File: config.mk
export PLATFORM = sky130hd
export DESIGN_NAME = soda_vend_n_flat
export DESIGN_NICKNAME = d
export VERILOG_FILES = /design/src/rtl/soda_vend_n_if.sv /design/src/rtl/soda_vend_n.sv /design/src/flat_wrapper.sv
export SDC_FILE = /design/constraint.sdc
export NUM_CORES = 1
export LEC_CHECK = 0
export CAP_MARGIN = 20
export CORE_UTILIZATION = 25
export CTS_CLUSTER_DIAMETER = 200
export CTS_CLUSTER_SIZE = 16
export DETAILED_ROUTE_END_ITERATION = 10
export HOLD_SLACK_MARGIN = 0.02
export PLACE_DENSITY_LB_ADDON = 0.08
export SYNTH_ARGS = -nofsm -noshare
export SYNTH_HDL_FRONTEND = slang
export SYNTH_SLANG_ARGS = --single-unit
File: constraint.sdc
create_clock -name clk_i -period 3.1 [get_ports clk_i]
set_input_delay 0.62 -clock clk_i [delete_from_list [all_inputs] [get_ports clk_i]]
set_output_delay 0.62 -clock clk_i [all_outputs]
set_load 0.02 [all_outputs]
File: src/rtl/soda_vend_n_if.sv
// Coin front end / vend controller signal bundle.
// The master side presents coins and cancel; the slave side is the controller.
interface soda_vend_n_if #(
  parameter int CREDIT_W = 7,
  parameter int CNT_W    = 8
);
  logic                nickle_i;
  logic                dime_i;
  logic                quater_i;
  logic                cancel_i;
  logic                soda_o;
  logic                change_o;
  logic                reject_o;
  logic                busy_o;
  logic [CREDIT_W-1:0] credit_o;
  logic [CNT_W-1:0]    sold_cnt_o;

  modport master (
    output nickle_i, dime_i, quater_i, cancel_i,
    input  soda_o, change_o, reject_o, busy_o, credit_o, sold_cnt_o
  );

  modport slave (
    input  nickle_i, dime_i, quater_i, cancel_i,
    output soda_o, change_o, reject_o, busy_o, credit_o, sold_cnt_o
  );
endinterface

File: src/rtl/soda_vend_n.sv
// Parametrised coin-operated vending controller: credits coins, vends once at PRICE,
// then returns any excess credit one nickel per cycle.
module soda_vend_n #(
  parameter int PRICE      = 20,
  parameter int MAX_CREDIT = 60,
  parameter int CREDIT_W   = 7,
  parameter int CNT_W      = 8
) (
  input  logic        clk_i,
  input  logic        rst_i,
  soda_vend_n_if.slave bus
);

  typedef enum logic [1:0] {
    ST_COLLECT = 2'd0,
    ST_VEND    = 2'd1,
    ST_CHANGE  = 2'd2
  } state_t;

  localparam logic [CREDIT_W-1:0] PRICE_C   = CREDIT_W'(PRICE);
  localparam logic [CREDIT_W-1:0] NICKEL_C  = CREDIT_W'(5);
  localparam logic [CREDIT_W:0]   PRICE_S   = (CREDIT_W+1)'(PRICE);
  localparam logic [CREDIT_W:0]   MAX_S     = (CREDIT_W+1)'(MAX_CREDIT);

  state_t              state_reg, state_next;
  logic [CREDIT_W-1:0] credit_reg, credit_next;
  logic [CNT_W-1:0]    sold_cnt_reg, sold_cnt_next;
  logic                soda_reg, soda_next;
  logic                change_reg, change_next;
  logic                reject_reg, reject_next;
  logic                busy_reg, busy_next;

  logic [CREDIT_W:0]   coin_val;
  logic [CREDIT_W:0]   credit_sum;
  logic                coin_sel;
  logic                coin_extra;
  logic                coin_any;
  logic                coin_fits;
  logic                cancel_go;

  // Priority coin pick: only the winner is evaluated, losers are always rejected.
  always_comb begin
    coin_val   = '0;
    coin_extra = 1'b0;
    coin_any   = bus.nickle_i | bus.dime_i | bus.quater_i;
    coin_sel   = coin_any;
    if (bus.nickle_i) begin
      coin_val   = (CREDIT_W+1)'(5);
      coin_extra = bus.dime_i | bus.quater_i;
    end else if (bus.dime_i) begin
      coin_val   = (CREDIT_W+1)'(10);
      coin_extra = bus.quater_i;
    end else if (bus.quater_i) begin
      coin_val   = (CREDIT_W+1)'(25);
    end
    credit_sum = {1'b0, credit_reg} + coin_val;
    coin_fits  = (credit_sum <= MAX_S);
    cancel_go  = bus.cancel_i && (credit_reg != '0);
  end

  always_ff @(posedge clk_i or posedge rst_i) begin
    if (rst_i) begin
      state_reg <= ST_COLLECT;
    end else begin
      state_reg <= state_next;
    end
  end

  always_comb begin
    state_next = state_reg;
    case (state_reg)
      ST_COLLECT: begin
        if (cancel_go) begin
          state_next = ST_CHANGE;
        end else if (coin_sel && coin_fits && (credit_sum >= PRICE_S)) begin
          state_next = ST_VEND;
        end
      end
      ST_VEND: begin
        state_next = (credit_reg != PRICE_C) ? ST_CHANGE : ST_COLLECT;
      end
      ST_CHANGE: begin
        if (credit_reg == NICKEL_C) begin
          state_next = ST_COLLECT;
        end
      end
      default: state_next = ST_COLLECT;
    endcase
  end

  // Datapath and registered outputs; pulse outputs follow the state being entered.
  always_comb begin
    credit_next   = credit_reg;
    sold_cnt_next = sold_cnt_reg;
    reject_next   = 1'b0;
    case (state_reg)
      ST_COLLECT: begin
        if (cancel_go) begin
          reject_next = coin_any;
        end else if (coin_sel) begin
          if (coin_fits) begin
            credit_next = credit_sum[CREDIT_W-1:0];
          end
          reject_next = coin_extra | ~coin_fits;
        end
      end
      ST_VEND: begin
        credit_next   = credit_reg - PRICE_C;
        sold_cnt_next = sold_cnt_reg + CNT_W'(1);
        reject_next   = coin_any;
      end
      ST_CHANGE: begin
        credit_next = credit_reg - NICKEL_C;
        reject_next = coin_any;
      end
      default: begin
        credit_next = '0;
      end
    endcase
    soda_next   = (state_next == ST_VEND);
    change_next = (state_next == ST_CHANGE);
    busy_next   = (state_next != ST_COLLECT);
  end

  always_ff @(posedge clk_i or posedge rst_i) begin
    if (rst_i) begin
      credit_reg   <= '0;
      sold_cnt_reg <= '0;
      soda_reg     <= 1'b0;
      change_reg   <= 1'b0;
      reject_reg   <= 1'b0;
      busy_reg     <= 1'b0;
    end else begin
      credit_reg   <= credit_next;
      sold_cnt_reg <= sold_cnt_next;
      soda_reg     <= soda_next;
      change_reg   <= change_next;
      reject_reg   <= reject_next;
      busy_reg     <= busy_next;
    end
  end

  assign bus.soda_o     = soda_reg;
  assign bus.change_o   = change_reg;
  assign bus.reject_o   = reject_reg;
  assign bus.busy_o     = busy_reg;
  assign bus.credit_o   = credit_reg;
  assign bus.sold_cnt_o = sold_cnt_reg;

endmodule

File: src/flat_wrapper.sv
// flat-port wrapper written by rule: the top's interface ports become plain ports
module soda_vend_n_flat 
#(
  parameter int PRICE      = 20,
  parameter int MAX_CREDIT = 60,
  parameter int CREDIT_W   = 7,
  parameter int CNT_W      = 8
)
  (clk_i, rst_i, bus_nickle_i, bus_dime_i, bus_quater_i, bus_cancel_i, bus_soda_o, bus_change_o, bus_reject_o, bus_busy_o, bus_credit_o, bus_sold_cnt_o);
  soda_vend_n_if #(.CREDIT_W(CREDIT_W), .CNT_W(CNT_W)) bus_i ();
  input  logic clk_i;
  input  logic rst_i;
  input wire logic [$bits(bus_i.nickle_i)-1:0] bus_nickle_i;
  input wire logic [$bits(bus_i.dime_i)-1:0] bus_dime_i;
  input wire logic [$bits(bus_i.quater_i)-1:0] bus_quater_i;
  input wire logic [$bits(bus_i.cancel_i)-1:0] bus_cancel_i;
  output wire logic [$bits(bus_i.soda_o)-1:0] bus_soda_o;
  output wire logic [$bits(bus_i.change_o)-1:0] bus_change_o;
  output wire logic [$bits(bus_i.reject_o)-1:0] bus_reject_o;
  output wire logic [$bits(bus_i.busy_o)-1:0] bus_busy_o;
  output wire logic [$bits(bus_i.credit_o)-1:0] bus_credit_o;
  output wire logic [$bits(bus_i.sold_cnt_o)-1:0] bus_sold_cnt_o;
  assign bus_i.nickle_i = bus_nickle_i;
  assign bus_i.dime_i = bus_dime_i;
  assign bus_i.quater_i = bus_quater_i;
  assign bus_i.cancel_i = bus_cancel_i;
  assign bus_soda_o = bus_i.soda_o;
  assign bus_change_o = bus_i.change_o;
  assign bus_reject_o = bus_i.reject_o;
  assign bus_busy_o = bus_i.busy_o;
  assign bus_credit_o = bus_i.credit_o;
  assign bus_sold_cnt_o = bus_i.sold_cnt_o;
  soda_vend_n #(.PRICE(PRICE), .MAX_CREDIT(MAX_CREDIT), .CREDIT_W(CREDIT_W), .CNT_W(CNT_W)) u_core (.clk_i(clk_i), .rst_i(rst_i), .bus(bus_i));
endmodule
==> flow_metrics.env, run 1 <==
export IMPL_status="finished, violations left"
export IMPL_violations="design-rule violations"
export IMPL_synth_top_area_share_pct=30.70
export IMPL_drt_wl_total_mm=4.915
export IMPL_row_count=29
export IMPL_tightest_slew_ns=0.8525
export IMPL_die_y_microns=84.75
export IMPL_crit_chain="clkbuf_2 > buf_6 > nand2b_4 > ha_4 > buf_4 > a211o_4 > a2111oi_4 > buf_4 > a2111oi_4 > o41a_1 > nand2_4 > a21o_1 > mux2_4"
export IMPL_critPathTopFamily="compound AO/OA/AOI/OAI gates"
export IMPL_num_fill_cells=654
export IMPL_min_path_type="flop to flop"
export IMPL_ys_warn_count=0
export IMPL_maxCapViolations=0
export IMPL_synthesis_nets=217
export IMPL_worstPathMaxFanout=4
export IMPL_port_buffers=24
export IMPL_cts_buffers=3
export IMPL_r2r_start="u_core.bus.credit_o[1]"
export IMPL_wl_per_cell_microns=14.80
export IMPL_dp_cells=323
export IMPL_largest_reg_flops=8
export IMPL_start_kind="primary input"
export IMPL_postRouteAntennaNets=0
export IMPL_die_area_sq_um=7182
export IMPL_cts_hold_buffers=0
export IMPL_synthCells=194
export IMPL_leakagePower_nw=1.126
export IMPL_slew_headroom_pct=43.10
export IMPL_synthMostInstantiatedCell="dfrtp_1"
export IMPL_post_route_cells_drive_above_1_share_pct=26.67
export IMPL_clk_latency_ns=0.26
export IMPL_finalHoldViolCount=0
export IMPL_required_ns=3.25
export IMPL_grt_overflow=0
export IMPL_stdcell_count=332
export IMPL_layout_nets=279
export IMPL_clk_pin_slew_ns=0.08
export IMPL_endpoint="u_core.bus.credit_o[0]"
export IMPL_antenna_found_initial=0
export IMPL_h_tree_depth=1
export IMPL_critPathBufInv=4
export IMPL_synth_edf_count=0
export IMPL_grt_pass1_wl_mm=8.017
export IMPL_drv_slew=0
export IMPL_io_pins=25
export IMPL_gp_congestion=0.7422
export IMPL_setup_violations_final=0
export IMPL_cp_arrival_ns=3.17
export IMPL_synth_cell_types=47
export IMPL_cp_depth=13
export IMPL_fmax_mhz=331.6
export IMPL_skew_ns=0.005980
export IMPL_fp_dieW_microns=84.75
export IMPL_critPathKind="primary input to flop"
export IMPL_drtIter0Drc=56
export IMPL_min_period_ns=3.016
export IMPL_clock_sinks=21
export IMPL_grt_pass1_vias=1576
export IMPL_powerDensity_nw_per_um2=1083
export IMPL_synth_ff_type="dfrtp_1"
export IMPL_synth_area_top_cells="dfrtp_1, ha_1, xnor2_1"
export IMPL_ff2ff_setup_slack_ns=0.28
export IMPL_cts_max_path_buffers=2
export IMPL_yosys_area_top_type="dfrtp_1"
export IMPL_synth_area_per_cell_sq_um=8.823
export IMPL_synth_top_cells_by_count="dfrtp_1, nor2_1, inv_1"
export IMPL_grt_max_degree=22
export IMPL_ir_drop_v=0.0003807
export IMPL_syn2layout_area_growth_pct=43.93
export IMPL_synth_yosys_seq_area_share_pct=30.70
export IMPL_reg2regPathDepth=9
export IMPL_crit_slowest_cell="o41a_1"
export IMPL_syn_area_sq_um=1712
export IMPL_crit_start="bus_nickle_i"
export IMPL_first_pass_iters=9
export IMPL_post_dp_hpwl_mm=3.851
export IMPL_num_vias=1602
export IMPL_synth_seq_cells=21
export IMPL_r2r_end="u_core.bus.credit_o[0]"
export IMPL_cts_tree="yes"
export IMPL_synth_async_reset_ratio_pct=100.0
export IMPL_cp_slowest_stage_delay_ns=0.49
export IMPL_grt_total_usage_pct=14.05
export IMPL_core_area_sq_um=6495
export IMPL_cts_root_buf="clkbuf_8"
export IMPL_drcViolationCount=1
export IMPL_viasPerCell=4.825
export IMPL_end_kind="flop"
export IMPL_start_util_pct=26.35
export IMPL_fin_setup_tns_ns=0
export IMPL_min_period_over_period_pct=97.29
export IMPL_n_antenna_cell=0
power breakdown:
part           switching, mW  leakage, nW  internal, mW
Sequential            0.0979        0.268         0.384
Combinational           1.01        0.832         0.989
Clock                 0.0970       0.0255        0.0897
placed cells by master (no fill, tap or decap), types with 2 or more instances in the layout:
master and n:
o22ai_1 4, nor2_1 20, nand3_1 4, inv_1 17, clkdlybuf4s50_1 21, a31oi_1 3
dfrtp_1 21, o2bb2ai_1 5, a21oi_1 8, a2111oi_4 2, mux2i_1 5, nand4_1 3
nand2b_1 2, nand2b_4 4, a22oi_1 2, o21ai_0 8, ha_1 15, buf_4 37
a21oi_2 4, nor3_1 3, clkbuf_8 3, clkbuf_2 2, a21o_1 2, nor2b_1 3
nand2_1 9, xnor2_1 11, xor2_1 7
timing repair:
| action | in CTS | in global routing |
|---|---|---|
| setup buffers | 2 | 3 |
| gates resized for setup | 16 | 15 |
| endpoints found under the setup margin | 13 | 12 |
| pin swaps | 8 | 8 |
| cloned | 0 | 0 |
per-stage QoR:
stage	power [mW]	hold slack [ns]	instance area [sq um]	setup WS, ns	utilization, %
3_5_place_dp	2.319	0.4774	2276	-0.6157	35.04
4_1_cts	2.605	0.4894	2399	0.03000	36.93
3_3_place_gp	2.344	0.4599	2276	-0.6666	35.04
6_report	2.669	0.4843	2464	0.08401	37.93
5_1_grt	2.911	0.5092	2464	-0.03347	37.93
2_1_floorplan	1.571	0.5822	1712	0.01051	-
worst min-delay path by stage:
stage,from,to,slack (ns),cells past startpoint
global route,u_core.bus.sold_cnt_o[7],u_core.bus.sold_cnt_o[7],0.51,1
CTS,u_core.bus.sold_cnt_o[7],u_core.bus.sold_cnt_o[7],0.49,1
finish,u_core.bus.sold_cnt_o[7],u_core.bus.sold_cnt_o[7],0.48,1
global placement,u_core.bus.sold_cnt_o[7],u_core.bus.sold_cnt_o[7],0.46,1
floorplan,u_core.bus.sold_cnt_o[7],u_core.bus.sold_cnt_o[7],0.58,1
detailed placement,u_core.bus.sold_cnt_o[7],u_core.bus.sold_cnt_o[7],0.48,1
area by class of cell:
type                       instances  area, sq um  share of cell area (%)
clock buffer                       3        41.29                   1.676
clock inverter                     1        5.005                  0.2031
inverter                          18        67.56                   2.743
multi-input combinational        150         1214                   49.26
sequential                        21        525.5                   21.33
tap                               77        96.34                   3.911
timing repair buffer              62        514.2                   20.87
layer usage:
layer,routed length (microns),part of all wire [%],global-route usage [%]
met5,0,0,0
met4,8,0.16,1.233
met3,201,4.1,2.753
met2,2254,46,22.99
met1,2451,50,19.88
cell families (layout without fill, tap and decap cells):
family                   after synthesis  count (layout)  share of synthesized area [%]
AO/OA/AOI/OAI                         51              51                          20.76
XOR/XNOR                              18              18                          9.210
adder cells (fa/ha/maj)               18              18                          13.45
buffers and inverters                 23              84                          5.116
flip-flops                            21              21                          30.70
multiplexers                           7               7                          4.459
AND/OR/NAND/NOR                       56              56                          16.30
No activity file was read; power rests on OpenSTA's default activity.
==> run 2, diff against run 1 <==
--- a/config.mk
+++ b/config.mk
@@ -10,6 +10,8 @@
 export CTS_CLUSTER_DIAMETER = 200
 export CTS_CLUSTER_SIZE = 16
 export DETAILED_ROUTE_END_ITERATION = 10
+export GPL_ROUTABILITY_DRIVEN = 1
+export GPL_TIMING_DRIVEN = 0
 export HOLD_SLACK_MARGIN = 0.02
 export PLACE_DENSITY_LB_ADDON = 0.08
 export SYNTH_ARGS = -nofsm -noshare
==> run 2 against run 1 <==
  * The flow still finishes with violations (design-rule violations)
  * Core utilization shrank 3.9 points
  * Non-clock buffer count decreased by 28
  * Global-route usage down 0.50 points
  * Clock skew decreased by 0.0011 ns
  * Die area stayed put
  * Register-to-register slack worse by 0.02 ns
  * Critical endpoint unchanged
==> flow_metrics.env, run 2 (same netlist as run 1, synthesis figures left out) <==
export IMPL_postRouteAntennaNets=0
export IMPL_r2r_start="u_core.bus.credit_o[2]"
export IMPL_clk_latency_ns=0.26
export IMPL_start_util_pct=26.35
export IMPL_n_antenna_cell=0
export IMPL_grt_max_degree=22
export IMPL_r2r_end="u_core.bus.credit_o[0]"
export IMPL_reg2regPathDepth=8
export IMPL_tightest_slew_ns=0.8557
export IMPL_min_path_cells=1
export IMPL_core_area_sq_um=6495
export IMPL_grt_pass1_wl_mm=7.617
export IMPL_fmax_mhz=335.0
export IMPL_die_y_microns=84.75
export IMPL_grt_total_usage_pct=13.54
export IMPL_row_count=29
export IMPL_die_area_sq_um=7182
export IMPL_h_tree_depth=1
export IMPL_violations="design-rule violations"
export IMPL_drv_slew=0
export IMPL_min_to="u_core.bus.sold_cnt_o[7]"
export IMPL_finalHoldViolCount=0
export IMPL_min_path_type="flop to flop"
export IMPL_start_kind="primary input"
export IMPL_ff2ff_setup_slack_ns=0.26
export IMPL_skew_ns=0.004847
export IMPL_num_fill_cells=670
export IMPL_setup_violations_final=0
export IMPL_drcViolationCount=1
export IMPL_required_ns=3.25
export IMPL_powerDensity_nw_per_um2=1063
export IMPL_layout_nets=251
export IMPL_cp_arrival_ns=3.14
export IMPL_drt_wl_total_mm=4.564
export IMPL_layout_common_cells="clkdlybuf4s50_1, dfrtp_1, nor2_1"
export IMPL_post_route_cells_drive_above_1_share_pct=13.22
export IMPL_first_pass_iters=9
export IMPL_design_area_sq_um=2212
export IMPL_port_buffers=24
export IMPL_antenna_found_initial=0
export IMPL_min_period_ns=2.985
export IMPL_io_pins=25
export IMPL_cts_buffers=3
export IMPL_viasPerCell=4.809
export IMPL_cts_root_buf="clkbuf_8"
export IMPL_drtIter0Drc=59
export IMPL_num_vias=1462
export IMPL_clk_pin_slew_ns=0.08
export IMPL_critPathKind="primary input to flop"
export IMPL_slew_headroom_pct=42.89
export IMPL_post_dp_hpwl_mm=3.398
export IMPL_cts_tree="yes"
export IMPL_leakagePower_nw=0.9618
export IMPL_worstHoldStart="u_core.bus.sold_cnt_o[7]"
export IMPL_largest_reg_flops=8
export IMPL_ir_drop_v=0.0003472
export IMPL_maxCapViolations=0
export IMPL_status="finished, violations left"
export IMPL_dpl_cell_area_sq_um=2048
export IMPL_wl_per_cell_microns=15.01
export IMPL_cts_max_path_buffers=2
export IMPL_syn2layout_area_growth_pct=29.24
export IMPL_clock_sinks=21
export IMPL_gp_congestion=0.7749
export IMPL_end_kind="flop"
export IMPL_fin_setup_tns_ns=0
export IMPL_grt_overflow=0
export IMPL_fp_dieW_microns=84.75
export IMPL_crit_start="bus_quater_i"
export IMPL_grt_pass1_vias=1456
export IMPL_rsz0062_at_grt="false"
export IMPL_min_period_over_period_pct=96.30
export IMPL_worstPathMaxFanout=4
==> run 2: routing by layer <==
| layer | routed length [microns] | global-route usage, % | share of wire [%] |
|---|---|---|---|
| met5 | 0 | 0 | 0 |
| met3 | 127 | 2.753 | 2.8 |
| met4 | 20 | 2.311 | 0.44 |
| met1 | 2391 | 19.58 | 52 |
| met2 | 2025 | 21.06 | 44 |
==> run 2: worst max-delay path by stage <==
stage,slack (ns),end,cells after the start
floorplan,0.01,u_core.bus.credit_o[0],12
global placement,-0.84,u_core.bus.credit_o[0],11
detailed placement,-0.81,u_core.bus.credit_o[0],11
CTS,0.02,u_core.bus.credit_o[3],12
global route,0.02,u_core.bus.credit_o[0],13
finish,0.11,u_core.bus.credit_o[0],13
==> run 2: metrics by stage <==
stage | setup WS, ns | hold WS (ns) | power [mW] | util (%) | instances
2_1_floorplan | 0.01051 | 0.5822 | 1.571 | - | 194
3_3_place_gp | -0.8371 | 0.4588 | 2.067 | 31.54 | 295
3_5_place_dp | -0.8070 | 0.4614 | 2.035 | 31.54 | 295
4_1_cts | 0.02076 | 0.4770 | 2.341 | 33.81 | 304
5_1_grt | 0.01525 | 0.4873 | 2.580 | 34.06 | 304
6_report | 0.1147 | 0.4675 | 2.352 | 34.06 | 304
==> run 2: timing repair <==
item                                    in CTS  in global routing
gates resized for setup                     20                  6
pin swaps                                    8                  6
hold buffers                                 0                  0
endpoints found under the setup margin      13                 12
setup buffers                                5                  0
==> run 2: area by class of cell <==
cell class / instances / area [sq um] / area share, %
Multi-Input combinational cell: 150 / 1189 / 53.73
Sequential cell: 21 / 525.5 / 23.76
Timing Repair Buffer: 29 / 269.0 / 12.16
Tap cell: 77 / 96.34 / 4.355
Inverter: 18 / 67.56 / 3.054
Clock buffer: 4 / 45.04 / 2.036
Buffer: 5 / 20.02 / 0.9050
==> run 2: power breakdown <==
| part | internal, mW | switching, mW | total, mW |
|---|---|---|---|
| logic | 0.746 | 0.905 | 1.65 |
| registers | 0.383 | 0.133 | 0.516 |
| clock network | 0.0917 | 0.0935 | 0.185 |
==> run 2: critical path, stage by stage <==
cell	delay, ns
clkdlybuf4s15_2	0.23
nand2b_4	0.06
nand2b_1	0.08
ha_2	0.17
inv_1	0.05
fa_2	0.36
nand2b_4	0.17
a21o_1	0.20
a2111o_1	0.40
a21oi_4	0.19
nand2_4	0.09
a21o_1	0.21
mux2_4	0.30
